<file path="config.mk">
export PLATFORM = sky130hd
export DESIGN_NAME = mac_dot_seq
export DESIGN_NICKNAME = d
export VERILOG_FILES = /design/src/rtl/mac_dot_seq.sv
export SDC_FILE = /design/constraint.sdc
export NUM_CORES = 1
export LEC_CHECK = 0
export BUFFER_PORTS_ARGS = -buffer_cell sky130_fd_sc_hd__clkbuf_2
export CAP_MARGIN = 20
export CORE_ASPECT_RATIO = 1.1
export CORE_MARGIN = 8
export CORE_UTILIZATION = 41
export DETAILED_ROUTE_END_ITERATION = 16
export GPL_TIMING_DRIVEN = 0
export PLACE_DENSITY = 0.76
export SLEW_MARGIN = 20
export SYNTH_ARGS = -nofsm -noshare
export SYNTH_HDL_FRONTEND = slang
export SYNTH_SLANG_ARGS = --single-unit
</file>
<file path="constraint.sdc">
create_clock -name clk -period 2 [get_ports clk]
set_input_delay 0.3 -clock clk [delete_from_list [all_inputs] [get_ports clk]]
set_output_delay 0.3 -clock clk [all_outputs]
set_load 0.02 [all_outputs]
</file>
<file path="src/rtl/mac_dot_seq.sv">
// Sequencer for a BF16 dot product built around an external combinational MAC.
// The block streams operand pairs to the MAC and holds the FP32 running sum in
// an accumulator register. After the last pair it presents the sum on res and
// holds it until the consumer accepts it.
module mac_dot_seq #(
  parameter int LEN_W = 8
) (
  input  logic             clk,
  input  logic             rst,
  input  logic             start,
  input  logic [LEN_W-1:0] len,
  output logic             busy,
  input  logic [15:0]      in_a,
  input  logic [15:0]      in_b,
  input  logic             in_valid,
  output logic             in_ready,
  output logic [15:0]      mac_a,
  output logic [15:0]      mac_b,
  output logic [31:0]      mac_acc,
  input  logic [31:0]      mac_res,
  output logic [31:0]      res,
  output logic             res_valid,
  input  logic             res_ready
);

  typedef enum logic [1:0] {
    IDLE = 2'd0,
    RUN  = 2'd1,
    DONE = 2'd2
  } state_t;

  localparam logic [LEN_W-1:0] CNT_ZERO = {LEN_W{1'b0}};
  localparam logic [LEN_W-1:0] CNT_ONE  = {{(LEN_W-1){1'b0}}, 1'b1};

  state_t           state;
  state_t           state_nxt;
  logic [LEN_W-1:0] cnt;
  logic [LEN_W-1:0] cnt_nxt;
  logic [31:0]      acc;
  logic [31:0]      acc_nxt;
  logic             beat;

  // A beat is an accepted operand pair; acceptance is possible only in RUN.
  assign beat = in_valid && (state == RUN);

  // Status and MAC hookup are plain decodes of the registers, so they carry no
  // combinational path from inputs except the operand pass-through to the MAC.
  assign busy      = (state != IDLE);
  assign in_ready  = (state == RUN);
  assign res_valid = (state == DONE);
  assign res       = acc;
  assign mac_acc   = acc;
  assign mac_a     = in_a;
  assign mac_b     = in_b;

  // State, remaining-pair count and accumulator registers.
  always_ff @(posedge clk or posedge rst) begin
    if (rst) begin
      state <= IDLE;
      cnt   <= CNT_ZERO;
      acc   <= 32'h0000_0000;
    end else begin
      state <= state_nxt;
      cnt   <= cnt_nxt;
      acc   <= acc_nxt;
    end
  end

  // Next-state logic: hold everything by default, advance on start, beats and
  // result acceptance. cnt decrements only in RUN where it is at least one.
  always_comb begin
    state_nxt = state;
    cnt_nxt   = cnt;
    acc_nxt   = acc;
    case (state)
      IDLE: begin
        if (start) begin
          cnt_nxt = len;
          acc_nxt = 32'h0000_0000;
          if (len != CNT_ZERO) begin
            state_nxt = RUN;
          end else begin
            state_nxt = DONE;
          end
        end else begin
          state_nxt = IDLE;
        end
      end
      RUN: begin
        if (beat) begin
          acc_nxt = mac_res;
          cnt_nxt = cnt - CNT_ONE;
          if (cnt == CNT_ONE) begin
            state_nxt = DONE;
          end else begin
            state_nxt = RUN;
          end
        end else begin
          state_nxt = RUN;
        end
      end
      DONE: begin
        // start is ignored here, including on the cycle that returns to IDLE.
        if (res_ready) begin
          state_nxt = IDLE;
        end else begin
          state_nxt = DONE;
        end
      end
      default: begin
        state_nxt = IDLE;
        cnt_nxt   = CNT_ZERO;
        acc_nxt   = 32'h0000_0000;
      end
    endcase
  end

endmodule

</file>
* Word level (Yosys, flattened, before mapping)
Cells that the tools add are included.
** Word-level totals
- Register bits after elaboration :: 42
- Latch bits :: 0
- Memory bits (writable) :: 0
- Bits in read-only memories :: 0
- Word-level logic and storage cells :: 27
- Memories kept :: 0
** Operators by class
- $add $sub $neg :: 1
- Multiply operators :: 0
- Divide/modulo/power cells :: 0
- $lt $le $gt $ge :: 0
- Equal/unequal tests :: 5
- Shift-type cells :: 0
- Muxes and demuxes :: 12
- Bitwise logic cells :: 1
- Reduce and logical (&&, ||, !) cells :: 5
** Operator list (number)
- case mux 32 bit (3 select lines) :: 1
- 2-to-1 mux 32 bit :: 2
- case mux 8 bit (3 select lines) :: 1
- 2-to-1 mux 8 bit :: 2
- 2-to-1 mux 2 bit :: 5
- equality test 8 x 1 -> 1 bit (second input constant) :: 1
- nonzero test 8 bit :: 1
- subtractor 8 x 1 -> 8 bit (second input constant) :: 1
- case mux 2 bit (3 select lines) :: 1
- AND reduction 3 bit :: 1
- equality test 2 x 1 -> 1 bit (second input constant) :: 1
- equality test 2 bit (second input constant) :: 1
- logical NOT 2 bit :: 1
- != test 2 x 1 -> 1 bit (second input constant) :: 1
- != test 2 bit (second input constant) :: 1
- nonzero test 2 bit :: 1
- logical AND 1 bit :: 1
- NOT 1 bit :: 1

* Longest topological paths before layout
- Word-level depth :: 4
- Gate-level depth with buffers :: 7

* Worst setup path after synthesis
Ideal clock, no wire load.
- Kind :: reg2reg
- From :: register state[1]
- To :: register cnt[5]
- Arrival time :: 1462 ps
- Required time :: 1896 ps
- Slack :: 434 ps
- Stages on the path, launching flop included :: 7
- Clock period less this slack :: 1566 ps
- Path through :: dfrtp_1 buf_6 or3b_1 buf_2 and2_4 buf_6 o311ai_1
** On the way
- Longest elaborated chain between the ends :: 4
** RTL lines
- from (decl) :: RTL line 35 : state_t state;
- from (signal assigned) :: RTL line 63 : state <= state_nxt;
- equality test 2 x 1 -> 1 bit :: RTL line 44, 75
- logical AND 1 bit :: RTL line 44 : assign beat = in_valid && (state == RUN);
- != test 2 x 1 -> 1 bit (no source line)
- AND reduction 3 bit (no source line)
- to (signal assigned) :: RTL line 64 : cnt <= cnt_nxt;
- to (decl) :: RTL line 37 : logic [LEN_W-1:0] cnt;
Several ways; a longest one is shown, not always the timed one.
A chain may end at the register's enable or synchronous reset.

* Final worst setup path
- From :: register state[1]
- To :: output port in_ready
** On the way
- Longest elaborated chain between the ends :: 1
** RTL lines
- equality test 2 x 1 -> 1 bit :: RTL line 49 : assign in_ready = (state == RUN);
- to (decl) :: RTL line 16 : output logic in_ready,
No other way between the ends.

==> out/metrics.yaml <==
power_and_ir_drop:
  peakVddDrop_uv: 651.4
  clkPwrFrac_pct: 12.8
  power_leakage_nw: 1.928
  power_density_nw_per_um2: 1484
  power.net_switching_mw: 2.319
  p_int_mw: 2.781
  combinationalPowerShare_pct: 57.2
  seq_power_share_pct: 30.0
  switching_share_pct: 45.47
floorplan:
  ios: 176
  die_area_um2: 8810
  core_um2: 5806
  rows: 29
  die_w_um: 90.23
  start_util_pct: 42.80
  die_h_um: 97.65
detailed_routing:
  routed_wl_mm: 7.499
  drc: 0
  drt_iter0_markers: 48
  vias_per_cell: 4.827
  firstDrtPassIters: 4
  vias: 2476
  routedWlPerCell_um: 14.62
  antenna_left: 0
setup_path:
  slowest_delay_ns: 0.38
  reg2reg_from: "state[1]$_DFF_PP0_"
  critical_path_required_ns: 1.70
  crit_arrival_ns: 1.60
  crit_path_start: "state[1]$_DFF_PP0_"
  cp_top_family: "buffers and inverters"
  critPathBufInv: 4
  worst_setup_path_start_kind: "register"
  slowest_stage: "dfrtp_1"
  critical_path_class: "reg -> out"
  crit_fanout: 10
  path_cells: "buf_6 > nand2b_1 > inv_2 > clkbuf_4 > clkbuf_2"
  end_kind: "primary output"
clock_network:
  clk_pin_slew_worst_paths_ns: 0.08
  cts_buffers: 5
  cts_tree: "built"
  postCtsSetupBuffers: 0
  clockBufferDepth: 2
  root_buffer: "clkbuf_8"
  ctsHoldBuffers: 0
  cts_sinks: 42
  insertion_delay_ns: 0.29
  cts.htree.levels: 2
cells_and_area:
  stdcell_area_um2: 3437
  regArea_um2: 1051
  fillers: 544
  area_delta_synth_final_pct: 38.32
  drive_gt1_share_pct: 51.83
  multi_input_comb_area_um2: 822.0
  antenna_cells: 0
  layout.nets: 514
sta:
  period_share_pct: 94.88
  whs_ns: 0.006281
  finalHoldViolations: 0
  timing.slew.headroom_pct: 56.35
  grt_setup_unrepaired: "no"
  worst_pin_slew_ns: 0.6488
  finalCriticalPeriod_ns: 1.898
  fin_tns_setup_ns: 0
  finClkSkew_ns: 0.004131
  slew_violations: 0
  fmax_mhz: 527.0
  final-setup-viol-count: 0
placed_design:
  io_buffers: 143
  gp_congestion: 0.8418
  dp_hpwl_mm: 6.093
  dpl_cell_area_um2: 3324
yosys:
  synth_nets: 363
  yosysTopAreaCellShare_pct: 42.30
  avgSynthCellArea_um2: 8.750
  ys_seq_area_share_pct: 42.30
  syn_area_um2: 2485
  ys_seq_elements: 42
  yosys.area.top_type: "dfrtp_1"
  syn_inst: 284
  synth_area_leaders: "dfrtp_1, buf_4, nand3_1, nand2_1, o21ai_0"
  synth_cell_type_count: 35
  synth_warnings: 0
min_path:
  hp-class: "in -> async"
global_routing:
  grt_max_degree: 23
  grt_antenna_before_repair: 0
  grt_pass1_wl_mm: 12.76
  grt_usage_pct: 16.99
  gr-total-overflow: 0
  grt_pass1_vias: 2682
run:
  cap_viol_max_count: 0
status:
  outcome: "complete, no violations"
## registers in the layout, indices dropped and copies added (netlist names)
signal	cells
state	2
cnt	8
mac_acc	32
## worst register-to-register path: stages (launching register included)
cell      delay [ns]
dfrtp_1         0.38
buf_6           0.14
or3b_1          0.33
buf_2           0.17
clkbuf_1        0.24
a32oi_1         0.28
nand3_1         0.09
## power by group through the flow
| stage | combinational [mW] | sequential [mW] | clock (mW) |
|---|---|---|---|
| after floorplan | 1.69 | 1.84 | 0 |
| after global placement | 2.89 | 1.52 | 0 |
| after detailed placement | 2.96 | 1.54 | 0 |
| after CTS | 2.97 | 1.53 | 0.677 |
| after global routing | 3.20 | 1.59 | 0.717 |
| final | 2.92 | 1.53 | 0.655 |
## area by class of cell
type / instances / share of cell area, %
flip-flops and latches: 42 / 30.58
inverters: 9 / 0.9829
multi-input cells: 150 / 23.92
repair buffers: 144 / 21.62
clock buffers: 5 / 2.002
clock inverters: 3 / 1.165
plain buffers: 83 / 16.93
well taps: 77 / 2.803
## through the flow
stage                     power [mW]  utilization (%)  instances  worst slack, ns
after CTS                      5.173            59.20        513          0.03297
after global routing           5.505            59.20        513          0.01275
after floorplan                3.527                -        284           0.4341
final                          5.100            59.20        513           0.1024
after global placement         4.415            56.79        504           0.1146
after detailed placement       4.500            57.26        505          0.09553
## layer usage
layer | up-vias | wire length (um) | GRT usage, %
li1 | 1212 | - | -
met1 | 1131 | 3064 | 19.30
met2 | 131 | 3709 | 29.20
met3 | 2 | 689 | 6.569
met4 | 0 | 36 | 3.974
met5 | - | 0 | 0
## path summary, 6_finish.rpt
path | to | slack (ns) | cells past startpoint
min in group clk | mac_acc[29]$_DFFE_PP0P_ | 0.21 | 3
max | in_ready | 0.10 | 5
min reg2reg | mac_acc[16]$_DFFE_PP0P_ | 0.53 | 2
min | mac_acc[22]$_DFFE_PP0P_ | 0.006 | 2
max in group asynchronous | mac_acc[5]$_DFFE_PP0P_ | 1.53 | 3
max reg2reg | cnt[7]$_DFFE_PP0P_ | 0.24 | 6
## logic make-up after synthesis
logic type | Yosys count | share of synthesized area (%)
compound gates | 54 | 13.50
fa+ha+maj | 2 | 1.007
buf+inv | 92 | 24.62
flops | 42 | 42.30
mux | 1 | 0.4028
simple gates | 93 | 18.18
## timing repair
action	CTS	global route
gates resized for setup	2	1
gates cloned	0	0
endpoints found under the setup margin	1	1
## placed cells by master, fill, tap and decap left out, drive strengths merged, types with 3 or more instances in the layout
master    n
nor2b     3
nand2    34
nor4      3
dfrtp    42
nor3b     3
clkbuf  159
inv       9
a32oi     3
nand3    37
and2      3
o21ai    35
buf      73
## synth_stat cells
| master | number |
|---|---|
| buf_6 | 3 |
| o21ai_1 | 10 |
| nor3_1 | 2 |
| buf_1 | 2 |
| a31oi_1 | 2 |
| o311ai_0 | 1 |
| a22oi_1 | 2 |
| o32ai_1 | 2 |
| a211o_1 | 1 |
| nor3b_1 | 3 |
| nand4_1 | 2 |
| o221ai_1 | 2 |
| nand2b_1 | 2 |
| nand2_1 | 34 |
| dfrtp_1 | 42 |
| buf_4 | 64 |
| nor2_1 | 2 |
| nand3_1 | 37 |
| buf_2 | 3 |
| or3_1 | 1 |
| nor4_1 | 3 |
| a2bb2oi_1 | 2 |
| and2_4 | 1 |
| a32o_1 | 1 |
| o21ai_0 | 25 |
| o2bb2ai_1 | 2 |
| and2_1 | 2 |
| o311ai_1 | 1 |
| or3b_1 | 1 |
| a32oi_1 | 3 |
| ha_1 | 2 |
| inv_1 | 9 |
| nor2b_1 | 3 |
| mux2i_1 | 1 |
| clkbuf_1 | 11 |
Note: power is estimated with default switching activity, not from simulation.
